===== config.mk =====
export PLATFORM = sky130hd
export DESIGN_NAME = alu_sequencer_flat
export DESIGN_NICKNAME = d
export VERILOG_FILES = /design/src/rtl/alu_sequencer_if.sv /design/src/rtl/alu_sequencer.sv /design/src/flat_wrapper.sv
export SDC_FILE = /design/constraint.sdc
export NUM_CORES = 1
export LEC_CHECK = 0
export ABC_AREA = 1
export BUFFER_PORTS_ARGS = -buffer_cell sky130_fd_sc_hd__buf_2
export CAP_MARGIN = 20
export CORE_UTILIZATION = 35
export DETAILED_ROUTE_END_ITERATION = 12
export PLACE_DENSITY = 0.54
export SLEW_MARGIN = 15
export SYNTH_ARGS = -nofsm -noshare
export SYNTH_HDL_FRONTEND = slang
export SYNTH_SLANG_ARGS = --single-unit

===== constraint.sdc =====
create_clock -name clk -period 1.5 [get_ports clk]
set_input_delay 0.225 -clock clk [delete_from_list [all_inputs] [get_ports clk]]
set_output_delay 0.225 -clock clk [all_outputs]
set_load 0.02 [all_outputs]

===== src/rtl/alu_sequencer_if.sv =====
// Instruction handshake, ALU operand/select/result bus and debug read port of
// the ALU sequencer. The sequencer uses the slave view; the instruction
// source, ALU and debug logic use the master view.
interface alu_sequencer_if #(
  parameter int unsigned DATA_W = 3
);

  // Instruction handshake
  logic              instr_valid;
  logic              instr_ready;
  logic [8:0]        instr;

  // ALU side: operands, one-hot select, shared result bus
  logic [DATA_W-1:0] p;
  logic [DATA_W-1:0] q;
  logic [6:0]        math_out;
  logic [DATA_W-1:0] g;

  // Status
  logic [DATA_W-1:0] result;
  logic              done;
  logic              div_zero_err;

  // Register file debug read
  logic [1:0]        dbg_addr;
  logic [DATA_W-1:0] dbg_data;

  modport slave (
    input  instr_valid,
    input  instr,
    input  g,
    input  dbg_addr,
    output instr_ready,
    output p,
    output q,
    output math_out,
    output result,
    output done,
    output div_zero_err,
    output dbg_data
  );

  modport master (
    output instr_valid,
    output instr,
    output g,
    output dbg_addr,
    input  instr_ready,
    input  p,
    input  q,
    input  math_out,
    input  result,
    input  done,
    input  div_zero_err,
    input  dbg_data
  );

endinterface


===== src/rtl/alu_sequencer.sv =====
// Control unit sequencing the shared 3-bit ALU: accepts one instruction per
// handshake, reads two operands from a 4x3 register file, drives p/q and the
// one-hot math_out select for SETTLE_CYCLES cycles, samples the result bus g
// and writes it back.
// Optional feature macro: ALU_OP_COUNT_EN adds an 8-bit saturating op_count
// output counting completed writes.
module alu_sequencer #(
  parameter int unsigned DATA_W        = 3,
  parameter int unsigned SETTLE_CYCLES = 1
) (
  input  logic           clk,
  input  logic           reset_n,
  alu_sequencer_if.slave bus
`ifdef ALU_OP_COUNT_EN
  ,
  output logic [7:0]     op_count
`endif
);

  localparam logic [2:0] OpXor   = 3'd0;
  localparam logic [2:0] OpAdd   = 3'd1;
  localparam logic [2:0] OpSub   = 3'd2;
  localparam logic [2:0] OpAnd   = 3'd3;
  localparam logic [2:0] OpOr    = 3'd4;
  localparam logic [2:0] OpDiv   = 3'd5;
  localparam logic [2:0] OpMod   = 3'd6;
  localparam logic [2:0] OpLoadi = 3'd7;

  // Last value of the exec counter before leaving EXEC.
  localparam logic [2:0] ExecLast = 3'(SETTLE_CYCLES - 1);

  typedef enum logic [1:0] {
    StIdle,
    StOper,
    StExec,
    StWb
  } state_e;

  state_e            state_q;
  logic [8:0]        instr_q;
  logic [DATA_W-1:0] regs_q [4];
  logic [DATA_W-1:0] p_q;
  logic [DATA_W-1:0] q_q;
  logic [DATA_W-1:0] res_q;
  logic [DATA_W-1:0] result_q;
  logic [6:0]        math_out_q;
  logic              done_q;
  logic              div_zero_err_q;
  logic [2:0]        exec_cnt_q;

  logic [2:0]        op;
  logic [1:0]        dst;
  logic [1:0]        src_a;
  logic [1:0]        src_b;
  logic [DATA_W-1:0] imm;
  logic [DATA_W-1:0] wb_val;
  logic              div_by_zero;

  // Field decode of the latched instruction.
  assign op     = instr_q[8:6];
  assign dst    = instr_q[5:4];
  assign src_a  = instr_q[3:2];
  assign src_b  = instr_q[1:0];
  assign imm    = instr_q[DATA_W-1:0];
  assign wb_val = (op == OpLoadi) ? imm : res_q;

  // DIV/MOD with a zero divisor must never enable the ALU.
  assign div_by_zero = ((op == OpDiv) || (op == OpMod)) && (regs_q[src_b] == '0);

  // Op field to ALU select; LOADI never reaches EXEC so it maps to no driver.
  function automatic logic [6:0] op_onehot(input logic [2:0] o);
    logic [6:0] sel;
    sel = 7'b0000000;
    case (o)
      OpXor:   sel = 7'b1000000;
      OpAdd:   sel = 7'b0100000;
      OpSub:   sel = 7'b0010000;
      OpAnd:   sel = 7'b0001000;
      OpOr:    sel = 7'b0000100;
      OpDiv:   sel = 7'b0000010;
      OpMod:   sel = 7'b0000001;
      default: sel = 7'b0000000;
    endcase
    return sel;
  endfunction

  // Sequencer FSM with registered outputs and register file write-back.
  always_ff @(posedge clk or negedge reset_n) begin
    if (!reset_n) begin
      state_q        <= StIdle;
      instr_q        <= '0;
      for (int i = 0; i < 4; i++) begin
        regs_q[i] <= '0;
      end
      p_q            <= '0;
      q_q            <= '0;
      res_q          <= '0;
      result_q       <= '0;
      math_out_q     <= '0;
      done_q         <= 1'b0;
      div_zero_err_q <= 1'b0;
      exec_cnt_q     <= '0;
    end else begin
      done_q         <= 1'b0;
      div_zero_err_q <= 1'b0;
      case (state_q)
        StIdle: begin
          if (bus.instr_valid) begin
            instr_q <= bus.instr;
            state_q <= StOper;
          end
        end
        StOper: begin
          // Operands are read here, ahead of this instruction's own write-back.
          p_q        <= regs_q[src_a];
          q_q        <= regs_q[src_b];
          exec_cnt_q <= '0;
          if (op == OpLoadi) begin
            state_q <= StWb;
          end else if (div_by_zero) begin
            div_zero_err_q <= 1'b1;
            state_q        <= StIdle;
          end else begin
            math_out_q <= op_onehot(op);
            state_q    <= StExec;
          end
        end
        StExec: begin
          if (exec_cnt_q == ExecLast) begin
            res_q      <= bus.g;
            math_out_q <= '0;
            state_q    <= StWb;
          end else begin
            exec_cnt_q <= exec_cnt_q + 3'd1;
          end
        end
        StWb: begin
          regs_q[dst] <= wb_val;
          result_q    <= wb_val;
          done_q      <= 1'b1;
          state_q     <= StIdle;
        end
        default: state_q <= StIdle;
      endcase
    end
  end

`ifdef ALU_OP_COUNT_EN
  logic [7:0] op_count_q;

  // Saturating count of completed write-backs; aborted ops never pulse done.
  always_ff @(posedge clk or negedge reset_n) begin
    if (!reset_n) begin
      op_count_q <= '0;
    end else if (done_q && (op_count_q != 8'hff)) begin
      op_count_q <= op_count_q + 8'd1;
    end
  end

  assign op_count = op_count_q;
`endif

  assign bus.instr_ready  = (state_q == StIdle);
  assign bus.p            = p_q;
  assign bus.q            = q_q;
  assign bus.math_out     = math_out_q;
  assign bus.result       = result_q;
  assign bus.done         = done_q;
  assign bus.div_zero_err = div_zero_err_q;
  assign bus.dbg_data     = regs_q[bus.dbg_addr];

endmodule


===== src/flat_wrapper.sv =====
// flat-port wrapper written by rule: the top's interface ports become plain ports
module alu_sequencer_flat 
#(
  parameter int unsigned DATA_W        = 3,
  parameter int unsigned SETTLE_CYCLES = 1
)
  (clk, reset_n, bus_instr_valid, bus_instr, bus_g, bus_dbg_addr, bus_instr_ready, bus_p, bus_q, bus_math_out, bus_result, bus_done, bus_div_zero_err, bus_dbg_data);
  alu_sequencer_if #(.DATA_W(DATA_W)) bus_i ();
  input  logic clk;
  input  logic reset_n;
  input wire logic [$bits(bus_i.instr_valid)-1:0] bus_instr_valid;
  input wire logic [$bits(bus_i.instr)-1:0] bus_instr;
  input wire logic [$bits(bus_i.g)-1:0] bus_g;
  input wire logic [$bits(bus_i.dbg_addr)-1:0] bus_dbg_addr;
  output wire logic [$bits(bus_i.instr_ready)-1:0] bus_instr_ready;
  output wire logic [$bits(bus_i.p)-1:0] bus_p;
  output wire logic [$bits(bus_i.q)-1:0] bus_q;
  output wire logic [$bits(bus_i.math_out)-1:0] bus_math_out;
  output wire logic [$bits(bus_i.result)-1:0] bus_result;
  output wire logic [$bits(bus_i.done)-1:0] bus_done;
  output wire logic [$bits(bus_i.div_zero_err)-1:0] bus_div_zero_err;
  output wire logic [$bits(bus_i.dbg_data)-1:0] bus_dbg_data;
  assign bus_i.instr_valid = bus_instr_valid;
  assign bus_i.instr = bus_instr;
  assign bus_i.g = bus_g;
  assign bus_i.dbg_addr = bus_dbg_addr;
  assign bus_instr_ready = bus_i.instr_ready;
  assign bus_p = bus_i.p;
  assign bus_q = bus_i.q;
  assign bus_math_out = bus_i.math_out;
  assign bus_result = bus_i.result;
  assign bus_done = bus_i.done;
  assign bus_div_zero_err = bus_i.div_zero_err;
  assign bus_dbg_data = bus_i.dbg_data;
  alu_sequencer #(.DATA_W(DATA_W), .SETTLE_CYCLES(SETTLE_CYCLES)) u_core (.clk(clk), .reset_n(reset_n), .bus(bus_i));
endmodule

==> impl_metrics.json <==
{
  "status": "finished clean",
  "use_met3": 0.0433,
  "nNetsFinal": 348,
  "maxSlewViolCount": 0,
  "fmax_ghz": 0.689,
  "instances_no_fill": 405,
  "drv_cap": 0,
  "required_ns": 1.27,
  "htreeDepth": 2,
  "worstSetupPathType": "register to primary output",
  "intPower_mw": 3.44,
  "vias": 1953,
  "power.density_nw_per_um2": 2210,
  "timing.final.crit_share": 0.968,
  "hold_depth": 2,
  "drive_gt1_frac": 0.282,
  "dp_cells": 389,
  "cts_tree": "built",
  "cts_buffers": 5,
  "grt_setup_unrepaired": "true",
  "use_met2": 0.256,
  "clk_latency_ns": 0.30,
  "power_leakage_nw": 1.43,
  "holdWs_ns": 0.149,
  "tightest_slew_ns": 0.537,
  "use_met1": 0.268,
  "wl_mm": 5.46,
  "slowest_delay_ns": 0.38,
  "power_frac_seq": 0.352,
  "via_per_inst": 4.82,
  "cts_buffer_depth": 2,
  "async_reset_ff_frac": 1.00,
  "drt-initial-drc-count": 79,
  "final_area_um2": 2820,
  "worstPathArrival_ns": 1.23,
  "crit_path_top_delay_cell": "dfrtp_1",
  "clkTransAtPathRegs_ns": 0.08,
  "grt_remaining_overflow": 0,
  "grt_usage": 0.180,
  "synthCells": 261,
  "power.total_mw": 6.23,
  "synth_ff_type": "dfrtp_1",
  "io_buffers": 38,
  "routedWlPerCell_um": 13.5,
  "worstPathMaxFanout": 3,
  "die_h_um": 81.6,
  "min_period_ns": 1.45,
  "die_w_um": 81.6,
  "comb_power_share": 0.514,
  "grt_pass1_wl_mm": 8.71,
  "end_kind": "primary output",
  "post-route-drc-count": 0,
  "ir_worst_vdd_mv": 0.819,
  "place_congestion": 0.794,
  "postRouteAntennaNets": 0,
  "setup_viol_count_final": 0,
  "clockPowerShare": 0.135,
  "start_util": 0.368,
  "ys_ff_latch": 47,
  "synth.avg_cell_area_um2": 8.49,
  "antenna_cells": 0,
  "finalClockSkew_ns": 0.0101,
  "synth_nets": 280,
  "holdCritPathClass": "primary input to register",
  "hold_end": "u_core.res_q[2]",
  "r2r_slack_ns": 0.12,
  "core_um2": 6030,
  "multi_input_area_um2": 961,
  "antenna_found_initial": 0,
  "cts-root-buf": "clkbuf_8",
  "fp-row-count": 28,
  "hold_viol": 0,
  "first_pass_iters": 4,
  "slew_headroom": 0.642,
  "synth-edff-count": 0,
  "min_from": "bus_g[2]",
  "ys_seq_area_frac": 0.531,
  "worstReg2RegStart": "u_core.instr_q[0]",
  "syn-cell-area_um2": 2220,
  "post-place-ws_ns": -0.0157,
  "start_kind": "register",
  "path_delay_family": "flip-flops",
  "yosysWarnings": 0,
  "p_sw_frac": 0.447,
  "io_pins": 39,
  "clock_sinks": 47,
  "worst_slack_ns": 0.0485,
  "grt_pass1_vias": 1771,
  "setup.worst_path.start": "u_core.regs_q[7]",
  "top_usage_layer": "met1",
  "die_area_um2": 6650,
  "syn_to_final_growth_pct": 27.3,
  "worstPathCellList": "buf_4 -> o21ai_0 -> o22ai_1 -> buf_2",
  "post-dp-hpwl_mm": 4.03,
  "num-fill-cells": 618,
  "r2r_end": "u_core.bus.math_out[0]",
  "p_switching_mw": 2.78,
  "rr_worst_depth": 10,
  "yosysUniqueCellTypes": 27,
  "seq_area_um2": 1180,
  "dpl_cell_area_um2": 2630,
  "grt_max_degree": 23,
  "crit_buf_inv": 2
}
flip-flops by register name (all words and copies together) (netlist names), 3 cells and up, named ones only:
signal / count
u_core.bus.result: 3
u_core.bus.p: 3
u_core.regs_q: 12
u_core.bus.math_out: 7
u_core.exec_cnt_q: 3
u_core.bus.q: 3
u_core.res_q: 3
u_core.instr_q: 9
through the flow:
step / util / setup TNS, ns
6_report: 0.468 / 0
4_1_cts: 0.458 / 0
3_5_place_dp: 0.437 / -0.0209
2_1_floorplan: - / 0
3_3_place_gp: 0.437 / 0
5_1_grt: 0.468 / -0.195
layer usage:
metal | vias up | routed length (um)
li1 | 1005 | -
met2 | 41 | 2300
met3 | 5 | 290
met4 | 0 | 44
met5 | - | 0
met1 | 902 | 2820
timing repair:
| item | CTS | global route |
|---|---|---|
| gates cloned | 0 | 1 |
| hold buffers | 1 | 0 |
| endpoints found under the hold margin | 19 | 0 |
| buffers inserted | 1 | 5 |
| gates resized for setup | 3 | 12 |
| setup endpoints to repair | 9 | 20 |
| pin swaps | 0 | 1 |
worst max path at each step:
stage	end	slack (ns)	cells past startpoint
floorplan	u_core.instr_q[6]	0.03	5
global placement	u_core.bus.math_out[5]	0.04	8
detailed placement	u_core.bus.math_out[0]	-0.02	8
CTS	bus_dbg_data[1]	0.01	4
global route	u_core.bus.math_out[5]	-0.04	9
finish	bus_dbg_data[1]	0.05	4
synth_stat cells (2+ instances only):
cell type / count / share of area
a21oi_1: 19 / 0.043
a31oi_1: 4 / 0.011
dfrtp_1: 47 / 0.53
ha_1: 2 / 0.011
inv_1: 22 / 0.037
inv_2: 3 / 0.0051
mux2_2: 3 / 0.015
nand2_1: 59 / 0.10
nand3_1: 19 / 0.043
nor2_1: 32 / 0.054
nor3_1: 5 / 0.011
o21ai_0: 28 / 0.063
o21ai_2: 3 / 0.012
o22ai_1: 2 / 0.0056
power by group through the flow:
stage	logic, mW	clock network, mW	registers (mW)
2_1_floorplan	1.69	0	2.41
3_3_place_gp	2.99	0	2.20
3_5_place_dp	3.01	0	2.20
4_1_cts	3.07	0.871	2.17
5_1_grt	3.60	0.906	2.26
6_report	3.20	0.838	2.19
cells by family (layout without fill, tap and decap cells):
kind of cell,Yosys count,in the layout,share of synthesized area
muxes,3,3,0.0152
adders and majority gates,2,2,0.0113
buffers and inverters,28,96,0.0480
DFF,47,47,0.531
and+or+nand+nor,123,124,0.248
AOI/OAI and AO/OA,58,58,0.146
area by class of cell:
cell class              count  area share
repair buffers             62       0.138
multi-input cells         187       0.341
clock buffers               8      0.0355
inverters                  26      0.0355
well taps                  75      0.0333
flip-flops and latches     47       0.417
cells in the final DEF (no fill, tap or decap), drive strengths merged:
cell type and instances:
nor3 7, a21oi 19, dlygate4sd3 1, nand2 60, o22ai 2, buf 61
a22o 1, nand3 22, nor2 34, o21ai 32, mux2 3, dfrtp 47
a31oi 4, clkbuf 8, inv 26, nor4 1, ha 2
No activity file was read; power rests on OpenSTA's default activity.
